## config.mk

```make
export PLATFORM = sky130hd
export DESIGN_NAME = bsg_mem_2rw_byte_req_ctrl_flat
export DESIGN_NICKNAME = d
export VERILOG_FILES = /design/src/rtl/bsg_mem_2rw_byte_req_pkg.sv /design/src/rtl/bsg_mem_2rw_byte_req_ctrl_if.sv /design/src/rtl/bsg_mem_2rw_byte_resp_buf.sv /design/src/rtl/bsg_mem_2rw_byte_req_ctrl.sv /design/src/flat_wrapper.sv
export SDC_FILE = /design/constraint.sdc
export NUM_CORES = 1
export LEC_CHECK = 0
export CAP_MARGIN = 0
export CORE_AREA = 2 2 231 233
export DETAILED_ROUTE_END_ITERATION = 12
export DIE_AREA = 0 0 233 235
export PLACE_DENSITY_LB_ADDON = 0.2
export SLEW_MARGIN = 5
export SYNTH_ARGS = -nofsm -noshare
export SYNTH_HDL_FRONTEND = slang
export SYNTH_HIERARCHICAL = 1
export SYNTH_SLANG_ARGS = --single-unit
```

## constraint.sdc

```tcl
create_clock -name clk_i -period 17.2 [get_ports clk_i]
set_input_delay 5.16 -clock clk_i [delete_from_list [all_inputs] [get_ports clk_i]]
set_output_delay 5.16 -clock clk_i [all_outputs]
set_load 0.005 [all_outputs]
```

## src/rtl/bsg_mem_2rw_byte_req_pkg.sv

```systemverilog
// Shared constants and types for the two-port byte-masked RAM request controller.
package bsg_mem_2rw_byte_req_pkg;

  localparam int resp_fifo_els_gp = 3;
  // A port may hold at most this many reads between acceptance and consumption.
  localparam int credit_limit_gp  = resp_fifo_els_gp;

  typedef enum logic {
    CTRL_RESET = 1'b0,
    CTRL_RUN   = 1'b1
  } ctrl_state_e;

  function automatic int safe_clog2(input int n);
    return (n <= 1) ? 1 : $clog2(n);
  endfunction

endpackage

```

## src/rtl/bsg_mem_2rw_byte_req_ctrl_if.sv

```systemverilog
// One requester port: client request, buffered response and the matching RAM port pins.
interface bsg_mem_2rw_byte_req_ctrl_if #(
  parameter int width_p = 64,
  parameter int els_p   = 512
);

  localparam int addr_width_lp = bsg_mem_2rw_byte_req_pkg::safe_clog2(els_p);
  localparam int mask_width_lp = width_p >> 3;

  logic                     v;
  logic                     ready;
  logic                     w;
  logic [addr_width_lp-1:0] addr;
  logic [width_p-1:0]       data;
  logic [mask_width_lp-1:0] mask;

  logic [width_p-1:0]       resp_data;
  logic                     resp_v;
  logic                     yumi;

  logic                     mem_v;
  logic                     mem_w;
  logic [addr_width_lp-1:0] mem_addr;
  logic [width_p-1:0]       mem_data;
  logic [mask_width_lp-1:0] mem_w_mask;
  logic [width_p-1:0]       mem_rdata;

  // Client and RAM model side.
  modport master (
    output v, w, addr, data, mask, yumi, mem_rdata,
    input  ready, resp_data, resp_v, mem_v, mem_w, mem_addr, mem_data, mem_w_mask
  );

  // Controller side.
  modport slave (
    input  v, w, addr, data, mask, yumi, mem_rdata,
    output ready, resp_data, resp_v, mem_v, mem_w, mem_addr, mem_data, mem_w_mask
  );

endinterface

```

## src/rtl/bsg_mem_2rw_byte_resp_buf.sv

```systemverilog
// Per-port read response path: in-flight flag, 3-entry response FIFO and credit check.
module bsg_mem_2rw_byte_resp_buf
  import bsg_mem_2rw_byte_req_pkg::*;
#(
  parameter int width_p = 64
) (
  input  logic               clk_i,
  input  logic               reset_n_i,
  input  logic               rd_accept,
  input  logic [width_p-1:0] mem_rdata,
  input  logic               yumi,
  output logic               credit_ok,
  output logic               resp_v,
  output logic [width_p-1:0] resp_data
);

  localparam int ptr_w_lp = safe_clog2(resp_fifo_els_gp);
  localparam int cnt_w_lp = $clog2(resp_fifo_els_gp + 1);
  localparam logic [cnt_w_lp:0]   credit_limit_lp = (cnt_w_lp + 1)'(credit_limit_gp);
  localparam logic [ptr_w_lp-1:0] last_ptr_lp     = ptr_w_lp'(resp_fifo_els_gp - 1);

  function automatic logic [ptr_w_lp-1:0] next_ptr(input logic [ptr_w_lp-1:0] p);
    return (p == last_ptr_lp) ? '0 : p + 1'b1;
  endfunction

  logic                inflight_vld_p1;
  logic [width_p-1:0]  fifo_mem [resp_fifo_els_gp];
  logic [ptr_w_lp-1:0] wr_ptr_r;
  logic [ptr_w_lp-1:0] rd_ptr_r;
  logic [cnt_w_lp-1:0] count_r;
  logic [cnt_w_lp:0]   outstanding;
  logic                push;
  logic                pop;

  assign push        = inflight_vld_p1;
  assign pop         = yumi & resp_v;
  assign resp_v      = (count_r != '0);
  assign resp_data   = fifo_mem[rd_ptr_r];
  assign outstanding = {1'b0, count_r} + {{cnt_w_lp{1'b0}}, inflight_vld_p1};
  // Registered state only, so the consumer's yumi never reaches ready.
  assign credit_ok   = (outstanding < credit_limit_lp);

  // Stage p0 -> p1: RAM samples the address; the read result appears next cycle.
  always_ff @(posedge clk_i or negedge reset_n_i) begin
    if (!reset_n_i) begin
      inflight_vld_p1 <= 1'b0;
    end else begin
      inflight_vld_p1 <= rd_accept;
    end
  end

  // Stage p1 -> FIFO: capture RAM read data alongside the in-flight flag.
  always_ff @(posedge clk_i) begin
    if (push) begin
      fifo_mem[wr_ptr_r] <= mem_rdata;
    end
  end

  always_ff @(posedge clk_i or negedge reset_n_i) begin
    if (!reset_n_i) begin
      wr_ptr_r <= '0;
      rd_ptr_r <= '0;
      count_r  <= '0;
    end else begin
      if (push) begin
        wr_ptr_r <= next_ptr(wr_ptr_r);
      end
      if (pop) begin
        rd_ptr_r <= next_ptr(rd_ptr_r);
      end
      case ({push, pop})
        2'b10:   count_r <= count_r + 1'b1;
        2'b01:   count_r <= count_r - 1'b1;
        default: count_r <= count_r;
      endcase
    end
  end

endmodule

```

## src/rtl/bsg_mem_2rw_byte_req_ctrl.sv

```systemverilog
// Two-port byte-masked RAM front end: collision arbitration, RAM pin drive, buffered read responses.
module bsg_mem_2rw_byte_req_ctrl
  import bsg_mem_2rw_byte_req_pkg::*;
#(
  parameter int width_p = 64,
  parameter int els_p   = 512
) (
  input  logic                          clk_i,
  input  logic                          reset_n_i,
  bsg_mem_2rw_byte_req_ctrl_if.slave    a,
  bsg_mem_2rw_byte_req_ctrl_if.slave    b
);

  if ((width_p == 0) || ((width_p % 8) != 0)) begin : g_bad_width
    $error("width_p must be a non-zero multiple of 8");
  end
  if (els_p < 1) begin : g_bad_els
    $error("els_p must be at least 1");
  end

  ctrl_state_e state_r;
  ctrl_state_e state_n;
  logic        en;

  // Requests stay blocked for the first cycle after reset release.
  always_ff @(posedge clk_i or negedge reset_n_i) begin
    if (!reset_n_i) begin
      state_r <= CTRL_RESET;
    end else begin
      state_r <= state_n;
    end
  end

  always_comb begin
    state_n = state_r;
    en      = 1'b0;
    case (state_r)
      CTRL_RESET: state_n = CTRL_RUN;
      CTRL_RUN:   en      = 1'b1;
      default:    state_n = CTRL_RESET;
    endcase
  end

  logic collision;
  logic a_credit_ok;
  logic b_credit_ok;
  logic a_accept;
  logic b_accept;

  // Two reads of one word are harmless; anything involving a write goes to port A first.
  assign collision = a.v & b.v & (a.addr == b.addr) & (a.w | b.w);

  assign a.ready  = en & a_credit_ok;
  assign b.ready  = en & b_credit_ok & ~collision;
  assign a_accept = a.v & a.ready;
  assign b_accept = b.v & b.ready;

  // Stage p0: accepted requests drive the RAM pins in the same cycle.
  assign a.mem_v      = a_accept;
  assign a.mem_w      = a.w;
  assign a.mem_addr   = a.addr;
  assign a.mem_data   = a.data;
  assign a.mem_w_mask = a.mask;

  assign b.mem_v      = b_accept;
  assign b.mem_w      = b.w;
  assign b.mem_addr   = b.addr;
  assign b.mem_data   = b.data;
  assign b.mem_w_mask = b.mask;

  bsg_mem_2rw_byte_resp_buf #(
    .width_p (width_p)
  ) a_resp (
    .clk_i     (clk_i),
    .reset_n_i (reset_n_i),
    .rd_accept (a_accept & ~a.w),
    .mem_rdata (a.mem_rdata),
    .yumi      (a.yumi),
    .credit_ok (a_credit_ok),
    .resp_v    (a.resp_v),
    .resp_data (a.resp_data)
  );

  bsg_mem_2rw_byte_resp_buf #(
    .width_p (width_p)
  ) b_resp (
    .clk_i     (clk_i),
    .reset_n_i (reset_n_i),
    .rd_accept (b_accept & ~b.w),
    .mem_rdata (b.mem_rdata),
    .yumi      (b.yumi),
    .credit_ok (b_credit_ok),
    .resp_v    (b.resp_v),
    .resp_data (b.resp_data)
  );

endmodule

```

## src/flat_wrapper.sv

```systemverilog
// flat-port wrapper written by rule: the top's interface ports become plain ports
module bsg_mem_2rw_byte_req_ctrl_flat import bsg_mem_2rw_byte_req_pkg::*;
#(
  parameter int width_p = 64,
  parameter int els_p   = 512
)
  (clk_i, reset_n_i, a_v, a_w, a_addr, a_data, a_mask, a_yumi, a_mem_rdata, a_ready, a_resp_data, a_resp_v, a_mem_v, a_mem_w, a_mem_addr, a_mem_data, a_mem_w_mask, b_v, b_w, b_addr, b_data, b_mask, b_yumi, b_mem_rdata, b_ready, b_resp_data, b_resp_v, b_mem_v, b_mem_w, b_mem_addr, b_mem_data, b_mem_w_mask);
  bsg_mem_2rw_byte_req_ctrl_if #(.width_p(width_p), .els_p(els_p)) a_i ();
  bsg_mem_2rw_byte_req_ctrl_if #(.width_p(width_p), .els_p(els_p)) b_i ();
  input  logic clk_i;
  input  logic reset_n_i;
  input wire logic [$bits(a_i.v)-1:0] a_v;
  input wire logic [$bits(a_i.w)-1:0] a_w;
  input wire logic [$bits(a_i.addr)-1:0] a_addr;
  input wire logic [$bits(a_i.data)-1:0] a_data;
  input wire logic [$bits(a_i.mask)-1:0] a_mask;
  input wire logic [$bits(a_i.yumi)-1:0] a_yumi;
  input wire logic [$bits(a_i.mem_rdata)-1:0] a_mem_rdata;
  output wire logic [$bits(a_i.ready)-1:0] a_ready;
  output wire logic [$bits(a_i.resp_data)-1:0] a_resp_data;
  output wire logic [$bits(a_i.resp_v)-1:0] a_resp_v;
  output wire logic [$bits(a_i.mem_v)-1:0] a_mem_v;
  output wire logic [$bits(a_i.mem_w)-1:0] a_mem_w;
  output wire logic [$bits(a_i.mem_addr)-1:0] a_mem_addr;
  output wire logic [$bits(a_i.mem_data)-1:0] a_mem_data;
  output wire logic [$bits(a_i.mem_w_mask)-1:0] a_mem_w_mask;
  input wire logic [$bits(b_i.v)-1:0] b_v;
  input wire logic [$bits(b_i.w)-1:0] b_w;
  input wire logic [$bits(b_i.addr)-1:0] b_addr;
  input wire logic [$bits(b_i.data)-1:0] b_data;
  input wire logic [$bits(b_i.mask)-1:0] b_mask;
  input wire logic [$bits(b_i.yumi)-1:0] b_yumi;
  input wire logic [$bits(b_i.mem_rdata)-1:0] b_mem_rdata;
  output wire logic [$bits(b_i.ready)-1:0] b_ready;
  output wire logic [$bits(b_i.resp_data)-1:0] b_resp_data;
  output wire logic [$bits(b_i.resp_v)-1:0] b_resp_v;
  output wire logic [$bits(b_i.mem_v)-1:0] b_mem_v;
  output wire logic [$bits(b_i.mem_w)-1:0] b_mem_w;
  output wire logic [$bits(b_i.mem_addr)-1:0] b_mem_addr;
  output wire logic [$bits(b_i.mem_data)-1:0] b_mem_data;
  output wire logic [$bits(b_i.mem_w_mask)-1:0] b_mem_w_mask;
  assign a_i.v = a_v;
  assign a_i.w = a_w;
  assign a_i.addr = a_addr;
  assign a_i.data = a_data;
  assign a_i.mask = a_mask;
  assign a_i.yumi = a_yumi;
  assign a_i.mem_rdata = a_mem_rdata;
  assign a_ready = a_i.ready;
  assign a_resp_data = a_i.resp_data;
  assign a_resp_v = a_i.resp_v;
  assign a_mem_v = a_i.mem_v;
  assign a_mem_w = a_i.mem_w;
  assign a_mem_addr = a_i.mem_addr;
  assign a_mem_data = a_i.mem_data;
  assign a_mem_w_mask = a_i.mem_w_mask;
  assign b_i.v = b_v;
  assign b_i.w = b_w;
  assign b_i.addr = b_addr;
  assign b_i.data = b_data;
  assign b_i.mask = b_mask;
  assign b_i.yumi = b_yumi;
  assign b_i.mem_rdata = b_mem_rdata;
  assign b_ready = b_i.ready;
  assign b_resp_data = b_i.resp_data;
  assign b_resp_v = b_i.resp_v;
  assign b_mem_v = b_i.mem_v;
  assign b_mem_w = b_i.mem_w;
  assign b_mem_addr = b_i.mem_addr;
  assign b_mem_data = b_i.mem_data;
  assign b_mem_w_mask = b_i.mem_w_mask;
  bsg_mem_2rw_byte_req_ctrl #(.width_p(width_p), .els_p(els_p)) u_core (.clk_i(clk_i), .reset_n_i(reset_n_i), .a(a_i), .b(b_i));
endmodule
```

==> flow_metrics.py <==
metrics = {
    "outcome": {
        "run_status": "finished, final reports clean",
    },
    "synth": {
        "synthCells": 1059,
        "yosys.cell_types.count": 30,
        "synth_nets": 1363,
        "seq_area_frac_synth_pct": 72.7,
        "synth_top_area_cell": "edfxtp_1",
        "synth_area_leaders": "edfxtp_1 (70%), mux2i_1 (7.8%), buf_4 (7.5%)",
        "ys.warnings.count": 6,
        "synth_top_area_share_pct": 70.4,
        "syn_area_mm2": 0.0164,
        "ys_ff_latch": 399,
        "syn_area_per_cell_um2": 15.5,
    },
    "placed_design": {
        "io_buffers": 307,
        "placed_area_mm2": 0.0188,
        "post-place-ws_ns": 5.32,
        "finalWeightedCongestion": 0.747,
        "hpwlAfterDp_um": 37200,
        "dp.cells": 1857,
    },
    "grt": {
        "grt_pass1_vias": 8452,
        "grt_max_degree": 91,
        "grt_pass1_wl_um": 68300,
        "grtUsageTotal_pct": 18.1,
        "antenna_found_initial": 4,
        "gr-total-overflow": 0,
    },
    "flow_run": {
        "maxCapViolations": 0,
    },
    "clocking": {
        "h-tree-depth": 2,
        "clk-insertion-delay-late_ns": 0.57,
        "cts_sinks": 399,
        "cts-root-buf": "clkbuf_16",
        "cts_buffer_depth": 3,
        "post_cts_resized": 0,
        "hold_buffers": 0,
        "postCtsSetupRepairBufs": 0,
        "cts_tree": "done",
        "cts_buffers": 44,
        "cts.clk_slew.worst_paths_ns": 0.05,
    },
    "timing": {
        "worst_slack_ns": 5.28,
        "fin_setup_tns_ns": 0,
        "setup_violations": 0,
        "maxSlewHeadroom_pct": 29.3,
        "finClkSkew_ns": 0.0240,
        "finalHoldViolCount": 0,
        "hold_slack_ns": 0.511,
        "tightest_slew_ns": 1.06,
        "fmax_mhz": 83.9,
        "slew_viol_final": 0,
        "finalCritPeriodShare_pct": 69.3,
        "rsz0062_at_grt": "no",
        "min_period_ns": 11.92,
    },
    "finish": {
        "fillers": 4827,
        "stdcell_area_mm2": 0.0202,
        "fin_util_pct": 38.7,
        "nets": 1519,
        "stdcell_count": 1939,
        "area_growth_syn_to_layout_pct": 23.3,
        "drive_gt1_share_pct": 6.74,
    },
    "route": {
        "postRouteWirelength_um": 50800,
        "detail-route-antenna-nets": 0,
        "routed_via_density": 4.43,
        "drcViolationCount": 0,
        "drt_pass1_iterations": 4,
        "vias": 8587,
        "drtIter0Drc": 340,
        "wl_per_cell_um": 26.2,
    },
    "floorplanning": {
        "fp.dieW_um": 233,
        "die_area_mm2": 0.0548,
        "floorplan.rows": 84,
        "die_h_um": 235,
        "start_util_pct": 31.4,
        "core_mm2": 0.0522,
        "io_pins": 596,
    },
    "power_and_ir_drop": {
        "power.density_mw_per_mm2": 143,
        "peakVddDrop_uv": 80.9,
        "p_leak_nw": 6.73,
        "total_power_mw": 2.89,
    },
    "critical_path": {
        "critPathTopFamily": "buffers and inverters",
        "path_cells": "clkdlybuf4s50_1 > xnor2_1 > nand4_1 > nor3_2 > nor2_1 > clkdlybuf4s50_1",
        "cp_max_fo": 3,
        "worstPathArrival_ns": 6.76,
        "slowest_stage": "clkdlybuf4s50_1",
        "critPathLaunchType": "primary input",
        "crit_top_cell": "clkdlybuf4s50_1",
        "required_ns": 12.04,
        "cp-end-kind": "primary output",
        "worstSetupPathType": "in -> out",
        "cpPeakStageDelay_ns": 0.45,
        "critPathBufInv": 2,
    },
    "hold_path": {
        "hp-class": "reg -> reg",
    },
}
## layout make-up
class	instances	area, um2	area share, %
antenna	4	10.0	0.0496
multi-input combinational	448	2890	14.3
inverter	4	15.0	0.0743
sequential	399	11900	59.0
tap	688	861	4.26
clock inverter	21	193	0.954
clock buffer	57	1150	5.69
timing repair buffer	318	3160	15.6
## per-layer routing
layer / up-vias / track usage [%] / wire length [um]
met4: 10 / 7.82 / 2180
met2: 465 / 26.5 / 21800
li1: 4019 / - / -
met1: 4003 / 15.0 / 14600
met5: - / 4.11 / 321
met3: 90 / 19.7 / 12000
## where the power goes
part | total [mW] | internal [mW] | switching (mW)
registers | 1.22 | 1.14 | 0.0759
logic | 0.796 | 0.437 | 0.360
clock network | 0.881 | 0.516 | 0.365
total | 2.89 | 2.09 | 0.801
## sequential cells by signal (all words and copies together), names as in the netlist
| name | cells |
|---|---|
| u_core/a_resp/rd_ptr_r | 2 |
| u_core/b_resp/wr_ptr_r | 2 |
| u_core/b_resp/count_r | 2 |
| u_core/b_resp/inflight_vld_p1 | 1 |
| u_core/b_resp/fifo_mem | 192 |
| u_core/a_resp/fifo_mem | 192 |
| u_core/a_resp/count_r | 2 |
| u_core/state_r | 1 |
| u_core/b_resp/rd_ptr_r | 2 |
| u_core/a_resp/wr_ptr_r | 2 |
| u_core/a_resp/inflight_vld_p1 | 1 |
## layout by cell type, fill, tap and decap left out, drive strengths merged
cell           instances
xor2                   2
clkinv                16
buf                   11
nor2                   6
ha                     6
bufinv                 3
nand2b                 2
o21ai                132
clkbuf                57
clkinvlp               1
conb                   1
nor2b                  1
diode                  4
o2111ai                1
nand4                  2
a21oi                  2
or2                    2
inv                    5
nand3                  1
edfxtp               384
nor3                   6
nor3b                  2
clkdlybuf4s50        307
and3                   1
and2                   1
a21o                   6
nand2                133
xnor2                 13
mux2i                128
dfrtp                 15
## cell usage after synthesis, drive strengths merged
cell	instances
a21o	6
a21oi	2
and2	1
and3	1
buf	196
clkbuf	12
conb	1
dfrtp	15
edfxtp	384
ha	6
inv	4
mux2i	128
nand2	133
nand2b	2
nand3	1
nand4	2
nor2	6
nor2b	1
nor3	6
nor3b	2
o2111ai	1
o21ai	132
or2	2
xnor2	13
xor2	2
## cell families after synthesis
kind of cell,after synthesis,share of synthesized area [%]
simple gates,157,3.92
xor+xnor,15,0.802
other cells,1,0.0229
mux,128,7.82
flops,399,72.7
fa+ha+maj,6,0.458
buf+inv,212,9.90
compound gates,141,4.42
## worst reg2reg max path, delay by kind of cell, from the launching register on
family | cells | cell delay (ns)
buffers and inverters | 2 | 0.92
AND/OR/NAND/NOR | 1 | 0.71
flip-flops | 1 | 0.38
## path summary, 6_finish.rpt
check | start | to | slack (ns) | depth (start not counted)
min | u_core/b_resp/count_r[1] | u_core/b_resp/count_r[1] | 0.51 | 1
max reg2reg | u_core/b_resp/inflight_vld_p1 | u_core/b_resp/fifo_mem[0][63] | 14.77 | 3
max | b_addr[6] | b_mem_v | 5.28 | 6
max in group asynchronous | reset_n_i | u_core/a_resp/rd_ptr_r[1] | 11.63 | 1
min reg2reg | u_core/b_resp/count_r[1] | u_core/b_resp/count_r[1] | 0.51 | 1
min in group asynchronous | reset_n_i | u_core/a_resp/inflight_vld_p1 | 5.04 | 1
Power figures use the tool's default switching activity.
